--- src/rtl/channel_rx.sv ---
// channel_rx: receive endpoint of a fixed-latency credit-based link.
//
// Words arriving from the forward channel with the valid tag set are buffered
// in a DEPTH-entry FIFO and offered to a local consumer over valid/ready.
// Each entry the consumer frees returns one registered credit pulse.
//
// Ports:
//   clk         clock, all state updates on the rising edge
//   rst_n       asynchronous active-low reset
//   ch_in       forward channel word: [DWIDTH-1] valid tag, [DWIDTH-2:0] payload
//   out_data    payload at the FIFO head (0 while empty)
//   out_valid   FIFO non-empty
//   out_ready   consumer accepts the head word
//   credit_out  one-cycle pulse in the cycle after each pop
//   count       current occupancy, 0..DEPTH
//   overflow    sticky: a valid word arrived while full and was dropped
module channel_rx #(
    parameter int DWIDTH = 32,
    parameter int DEPTH  = 128,
    parameter int CNTW   = 8
) (
    input  logic              clk,
    input  logic              rst_n,
    input  logic [DWIDTH-1:0] ch_in,
    output logic [DWIDTH-2:0] out_data,
    output logic              out_valid,
    input  logic              out_ready,
    output logic              credit_out,
    output logic [CNTW-1:0]   count,
    output logic              overflow
);

    localparam int PW = (DEPTH > 1) ? $clog2(DEPTH) : 1;

    logic [DWIDTH-2:0] mem [DEPTH];

    logic [PW-1:0]   wr_ptr_q, wr_ptr_d;
    logic [PW-1:0]   rd_ptr_q, rd_ptr_d;
    logic [CNTW-1:0] count_q, count_d;
    logic            credit_q, credit_d;
    logic            overflow_q, overflow_d;

    logic tag;
    logic full;
    logic push;
    logic pop;

    // Pointers wrap explicitly so DEPTH need not be a power of two.
    function automatic logic [PW-1:0] ptr_inc(input logic [PW-1:0] p);
        return (p == PW'(DEPTH - 1)) ? '0 : p + PW'(1);
    endfunction

    always_comb begin
        tag  = ch_in[DWIDTH-1];
        full = (count_q == CNTW'(DEPTH));
        pop  = (count_q != '0) && out_ready;
        // A pop on the same edge frees the slot, so a full FIFO still accepts.
        push = tag && (!full || pop);

        wr_ptr_d = push ? ptr_inc(wr_ptr_q) : wr_ptr_q;
        rd_ptr_d = pop  ? ptr_inc(rd_ptr_q) : rd_ptr_q;

        count_d = count_q;
        case ({push, pop})
            2'b10:   count_d = count_q + CNTW'(1);
            2'b01:   count_d = count_q - CNTW'(1);
            default: count_d = count_q;
        endcase

        credit_d   = pop;
        overflow_d = overflow_q | (tag & full & ~pop);
    end

    always_ff @(posedge clk or negedge rst_n) begin
        if (!rst_n) begin
            wr_ptr_q   <= '0;
            rd_ptr_q   <= '0;
            count_q    <= '0;
            credit_q   <= 1'b0;
            overflow_q <= 1'b0;
        end else begin
            wr_ptr_q   <= wr_ptr_d;
            rd_ptr_q   <= rd_ptr_d;
            count_q    <= count_d;
            credit_q   <= credit_d;
            overflow_q <= overflow_d;
        end
    end

    // Storage carries no reset; stale contents are masked by out_valid.
    always_ff @(posedge clk) begin
        if (push) begin
            mem[wr_ptr_q] <= ch_in[DWIDTH-2:0];
        end
    end

    always_comb begin
        out_valid  = (count_q != '0);
        out_data   = out_valid ? mem[rd_ptr_q] : '0;
        credit_out = credit_q;
        count      = count_q;
        overflow   = overflow_q;
    end

endmodule

--- config.mk ---
export PLATFORM = sky130hd
export DESIGN_NAME = channel_rx
export DESIGN_NICKNAME = d
export VERILOG_FILES = /design/src/rtl/channel_rx.sv
export SDC_FILE = /design/constraint.sdc
export NUM_CORES = 2
export LEC_CHECK = 0
export BUFFER_PORTS_ARGS = -buffer_cell sky130_fd_sc_hd__buf_4
export CAP_MARGIN = 20
export CORE_AREA = 2 2 531 533
export CTS_CLUSTER_DIAMETER = 60
export DETAILED_ROUTE_END_ITERATION = 10
export DIE_AREA = 0 0 533 535
export PLACE_DENSITY_LB_ADDON = 0.08
export SLEW_MARGIN = 20
export SYNTH_ARGS = -nofsm -noshare
export SYNTH_HDL_FRONTEND = slang
export SYNTH_SLANG_ARGS = --single-unit
--- constraint.sdc ---
create_clock -name clk -period 6.9 [get_ports clk]
set_input_delay 1.38 -clock clk [delete_from_list [all_inputs] [get_ports clk]]
set_output_delay 1.38 -clock clk [all_outputs]
set_load 0.02 [all_outputs]
* Yosys cells after proc, flatten, opt, wreduce, memory -nomap -nowiden
Memory sizes are Yosys's and may differ from the RTL's.
Index checks and enable logic that the tools add are counted.
W data, S select, Z words.
** Word-level totals
- Output and inout port bits :: 42
- Bits in writable memories :: 3968
- Memories kept :: 1
- Flip-flop bits (word level) :: 24
** Memories
- mem :: depth 128, width 31, read ports 1, clocked after memory_dff 0, write ports 1, line 35 : logic [DWIDTH-2:0] mem [DEPTH];
** Operators by class
- Eq/ne operators :: 5
- Multiplexer cells :: 6
- Bitwise operators :: 4
- $add $sub $neg :: 4
- Reduce and logical (&&, ||, !) cells :: 6
** Operators with widths (count)
- $mux W31 :: 1
- $pmux W8 S2 :: 1
- $add A7 B1 Y7 const B :: 2
- $eq A7 B7 Y1 const B :: 2
- $mux W7 :: 2
- $add A8 B1 Y8 const B :: 1
- $eq A8 B8 Y1 const B :: 1
- $reduce_bool A8 Y1 :: 1
- $sub A8 B1 Y8 const B :: 1
- $and A1 B1 Y1 :: 2
- $eq A2 B1 Y1 const B :: 1
- $eq A2 B2 Y1 const B :: 1
- $logic_and A1 B1 Y1 :: 2
- $mux W1 :: 2
- $reduce_bool A2 Y1 :: 1
- $logic_not A1 Y1 :: 1
- $logic_or A1 B1 Y1 :: 1
- $not A1 Y1 :: 1
- $or A1 B1 Y1 :: 1

* Logic depth before layout (Yosys ltp)
- Depth in word-level cells :: 6
- Mapped depth :: 16
- Mapped depth without buffers :: 15

* Worst setup path after synthesis
Ideal clock, no wire load.
- Path type :: input -> register
- Start point :: input port out_ready
- End point :: memory mem[110][0] (netlist bit), enable pin
- Data required time :: 6.481 ns
- Buffers on the path :: 1
- Setup slack :: 2.708 ns
- Data arrival time :: 3.773 ns
- Cell stages on the path :: 7
- Cell sequence :: nand2b_1 > o21a_1 > inv_1 > nor2_1 > nand3_1 > buf_2 > nor2_1
** On the way
- Word-level cells in the longest chain between the ends :: 5
** Ends and longest elaborated chain
- from (decl) :: line 27 : input logic out_ready,
- $logic_and A1 B1 Y1 :: line 56 : pop = (count_q != '0) && out_ready;
- $logic_or A1 B1 Y1 :: line 58 : push = tag && (!full || pop);
- $logic_and A1 B1 Y1 :: line 58
- $mux W1 :: line 92 : if (push) begin
- $mux W1 (not written as such) :: line 93 : mem[wr_ptr_q] <= ch_in[DWIDTH-2:0];
- to (decl) :: line 35
No other way between the ends.

* Worst setup path after layout
- Start point :: register rd_ptr_q[0]
- End point :: output port out_data[29]
** On the way
- Word-level cells in the longest chain between the ends :: 2
** Ends and longest elaborated chain
- from (decl) :: line 38 : logic [PW-1:0] rd_ptr_q, rd_ptr_d;
- from (signal assigned) :: line 83 : rd_ptr_q <= rd_ptr_d;
- $mem_v2 Z128 W31
- $mux W31 :: line 99 : out_data = out_valid ? mem[rd_ptr_q] : '0;
- to (decl) :: line 25 : output logic [DWIDTH-2:0] out_data,
No other way between the ends.

==> flow_metrics.env <==
export IMPL_slowest_delay_ns=0.90
export IMPL_drtIter0Drc=11800
export IMPL_first_global_vias=75700
export IMPL_avgSynthCellArea_um2=22.2
export IMPL_critPathKind="flop to primary output"
export IMPL_synth_compound_area_share_pct=3.90
export IMPL_crit_family="compound AO/OA/AOI/OAI gates"
export IMPL_hold_buffers=0
export IMPL_skew_ns=0.0402
export IMPL_drc_errors=0
export IMPL_yosysWarnings=0
export IMPL_numCtsBuffers=408
export IMPL_numPortBuffers=76
export IMPL_synth_cell_types=71
export IMPL_r2r_start="count[3]$_DFFE_PN0P_"
export IMPL_drt_pre_antenna_iters=8
export IMPL_die_w_um=533
export IMPL_maxSlewViolCount=0
export IMPL_finish_utilization_pct=62.2
export IMPL_r2r_slack_ns=2.44
export IMPL_syn_to_final_growth_pct=13.1
export IMPL_crit_buf_inv=2
export IMPL_path_common_cell="buf_4"
export IMPL_synth_top_area_share_pct=77.8
export IMPL_finalSetupViolCount=0
export IMPL_fmax_mhz=149
export IMPL_hold_violations=0
export IMPL_syn_area_um2=153000
export IMPL_grt_overflow=0
export IMPL_ys_ff_latch=3992
export IMPL_grt_pass1_wl_um=607000
export IMPL_cts_tree="yes"
export IMPL_globalplace_congestion=0.833
export IMPL_antenna_found_initial=29
export IMPL_setup_tns_final_ns=0
export IMPL_grt_max_degree=129
export IMPL_insertion_delay_ns=0.95
export IMPL_synth_flop_cell="edfxtp_1"
export IMPL_synth_most_common_cell="edfxtp_1"
export IMPL_cp_slowest_cell="or3b_1"
export IMPL_path_cells="or3b_1, o22ai_1, a2111oi_2, a21oi_2, buf_4, a211oi_1, a311oi_1, buf_4"
export IMPL_final_area_um2=173000
export IMPL_htree_levels=5
export IMPL_syn_nets=6948
export IMPL_grt_use_total_pct=30.9
export IMPL_p_leak_nw=54.1
export IMPL_yosys_top_cells_count="edfxtp_1 (3,968), mux4_2 (828), mux2i_1 (383), a22oi_1 (242), nor2_1 (182)"
export IMPL_worst_slack_ns=0.177
export IMPL_async_reset_ff_share_pct=0.601
export IMPL_synth_edf_count=3968
export IMPL_finalCritPeriodShare_pct=97.4
export IMPL_power_density_nw_per_um2=383
export IMPL_fill_cells=19000
export IMPL_avgViaCountPerCell=6.77
export IMPL_hpwl_um=252000
export IMPL_ant_nets=0
export IMPL_critPathLaunch="rd_ptr_q[0]$_DFFE_PN0P_"
export IMPL_synth_top_area_cell="edfxtp_1"
export IMPL_cts_root_buf="clkbuf_16"
export IMPL_die_y_um=535
export IMPL_layout_nets=7410
export IMPL_ys_top_cells_by_area="edfxtp_1 (78%), mux4_2 (12%), mux2i_1 (2.5%), a22oi_1 (1.2%), a211oi_1 (0.55%)"
export IMPL_synthMuxAreaShare_pct=14.7
export IMPL_die_area_um2=285000
export IMPL_ys_seq_area_share_pct=78.1
export IMPL_crit_required_ns=5.52
export IMPL_yosys_area_share_simple_pct=1.32
export IMPL_clk_path_buf_depth=4
export IMPL_synth_top_family_by_area="multiplexers"
export IMPL_vias=77400
export IMPL_clk_pin_slew_worst_paths_ns=0.06
export IMPL_ir_drop_mv=0.377
export IMPL_pre_cts_ws_ns=0.807
export IMPL_max_slew_margin_pct=20.3
export IMPL_io_pins=77
export IMPL_crit_path_end_kind="primary output"
export IMPL_max_cap_viol_count=0
export IMPL_power_mw=66.4
export IMPL_yosys_area_share_xor_xnor_pct=0.103
export IMPL_period_needed_ns=6.72
export IMPL_initial_utilization_pct=54.9
export IMPL_status="finished, final reports clean"
export IMPL_row_count=194
export IMPL_tightestPinTransition_ns=1.19
export IMPL_netlist_instances=6908
export IMPL_drive_above_1_share_pct=26.6
export IMPL_totalWireLength_um=442000
export IMPL_rsz0062_at_grt="no"
export IMPL_critPathMaxFanout=22
export IMPL_wl_per_cell_um=38.6
export IMPL_arrival_ns=5.34
export IMPL_postPlaceCellArea_um2=160000
export IMPL_clkSinkCount=3992
export IMPL_synthAdderAreaFrac_pct=0.0408
export IMPL_min_delay_path_class="primary input to asynchronous set/reset pin"
export IMPL_critPathLaunchType="flop"
export IMPL_fp_coreArea_um2=279000
## final timing paths
check	endpoint	depth (start not counted)
max	out_data[29]	8
min	count[2]$_DFFE_PN0P_	1
max reg2reg	mem[48][12]$_DFFE_PP_	9
min reg2reg	overflow$_DFF_PN0_	2
max in group asynchronous	rd_ptr_q[4]$_DFFE_PN0P_	1
min in group clk	overflow$_DFF_PN0_	2
## final cells by class
type / count / area [um^2] / share of cell area [%]
Sequential cell: 3992 / 120000 / 69.1
Tap cell: 3724 / 4660 / 2.69
Clock buffer: 495 / 10700 / 6.17
Antenna cell: 6 / 15.0 / 0.00866
Inverter: 8 / 32.5 / 0.0188
Timing Repair Buffer: 457 / 3970 / 2.29
Multi-Input combinational cell: 2503 / 31900 / 18.4
Clock inverter: 253 / 2310 / 1.33
## metal layers
layer  wire [um]  vias up  GRT usage, %  part of all wire [%]
met1      172000    42000          44.5                    39
met4       15100        4          9.52                   3.4
met3       45400      671          6.08                    10
met2      210000     4342          48.4                    47
met5          25        -             0                0.0057
li1            -    30400             -                     -
## power breakdown
group          internal, mW  switching, mW  leakage (nW)  total, mW
combinational          6.10           11.2          11.8       17.2
sequential             27.1          0.347          36.0       27.4
clock                  12.5           9.23          6.36       21.7
## per-stage QoR
| step | cells | hold WS, ns |
|---|---|---|
| 2_1_floorplan | 6908 | 0.492 |
| 3_3_place_gp | 10700 | 0.454 |
| 3_5_place_dp | 10700 | 0.460 |
| 4_1_cts | 11400 | 0.316 |
| 5_1_grt | 11400 | 0.350 |
| 6_report | 11400 | 0.363 |
## sequential cells by signal, indices dropped and copies added, names as in the netlist
signal	cells
count	8
overflow	1
wr_ptr_q	7
rd_ptr_q	7
credit_out	1
mem	3968
## cell families (layout without fill, tap and decap cells)
group	Yosys count	in the layout
AND/OR/NAND/NOR	420	420
multiplexers	1217	1217
flip-flops	3992	3992
AO/OA/AOI/OAI	843	843
XOR/XNOR	18	18
buffers and inverters	413	1213
adder cells (fa/ha/maj)	5	5
other	0	6
## what timing repair did
item / CTS / global route
resized for setup: 8 / 1
endpoints found under the setup margin: 8 / 1
buffers inserted: 1 / 0
## cell usage in the layout (no fill, tap or decap), types with 11 or more instances in the layout
cell type   count
buf_4         416
a31oi_1        53
buf_12         36
o22ai_1        73
nand2b_1       53
a22o_1         55
nand2_1        62
nor2_1         51
a21oi_1       123
dfrtp_1        17
a211oi_1      105
clkinv_1      111
nor2_4        133
inv_6          13
bufinv_16      39
clkbuf_1       79
a22oi_1       242
o21ai_0        62
clkbuf_16     416
nor3_1         43
edfxtp_1     3968
mux4_2        828
clkinv_2       71
a2111oi_2      19
nor2b_1        12
clkinvlp_4     11
mux2i_1       383
o221ai_1       51
No activity file was read; power rests on OpenSTA's default activity.
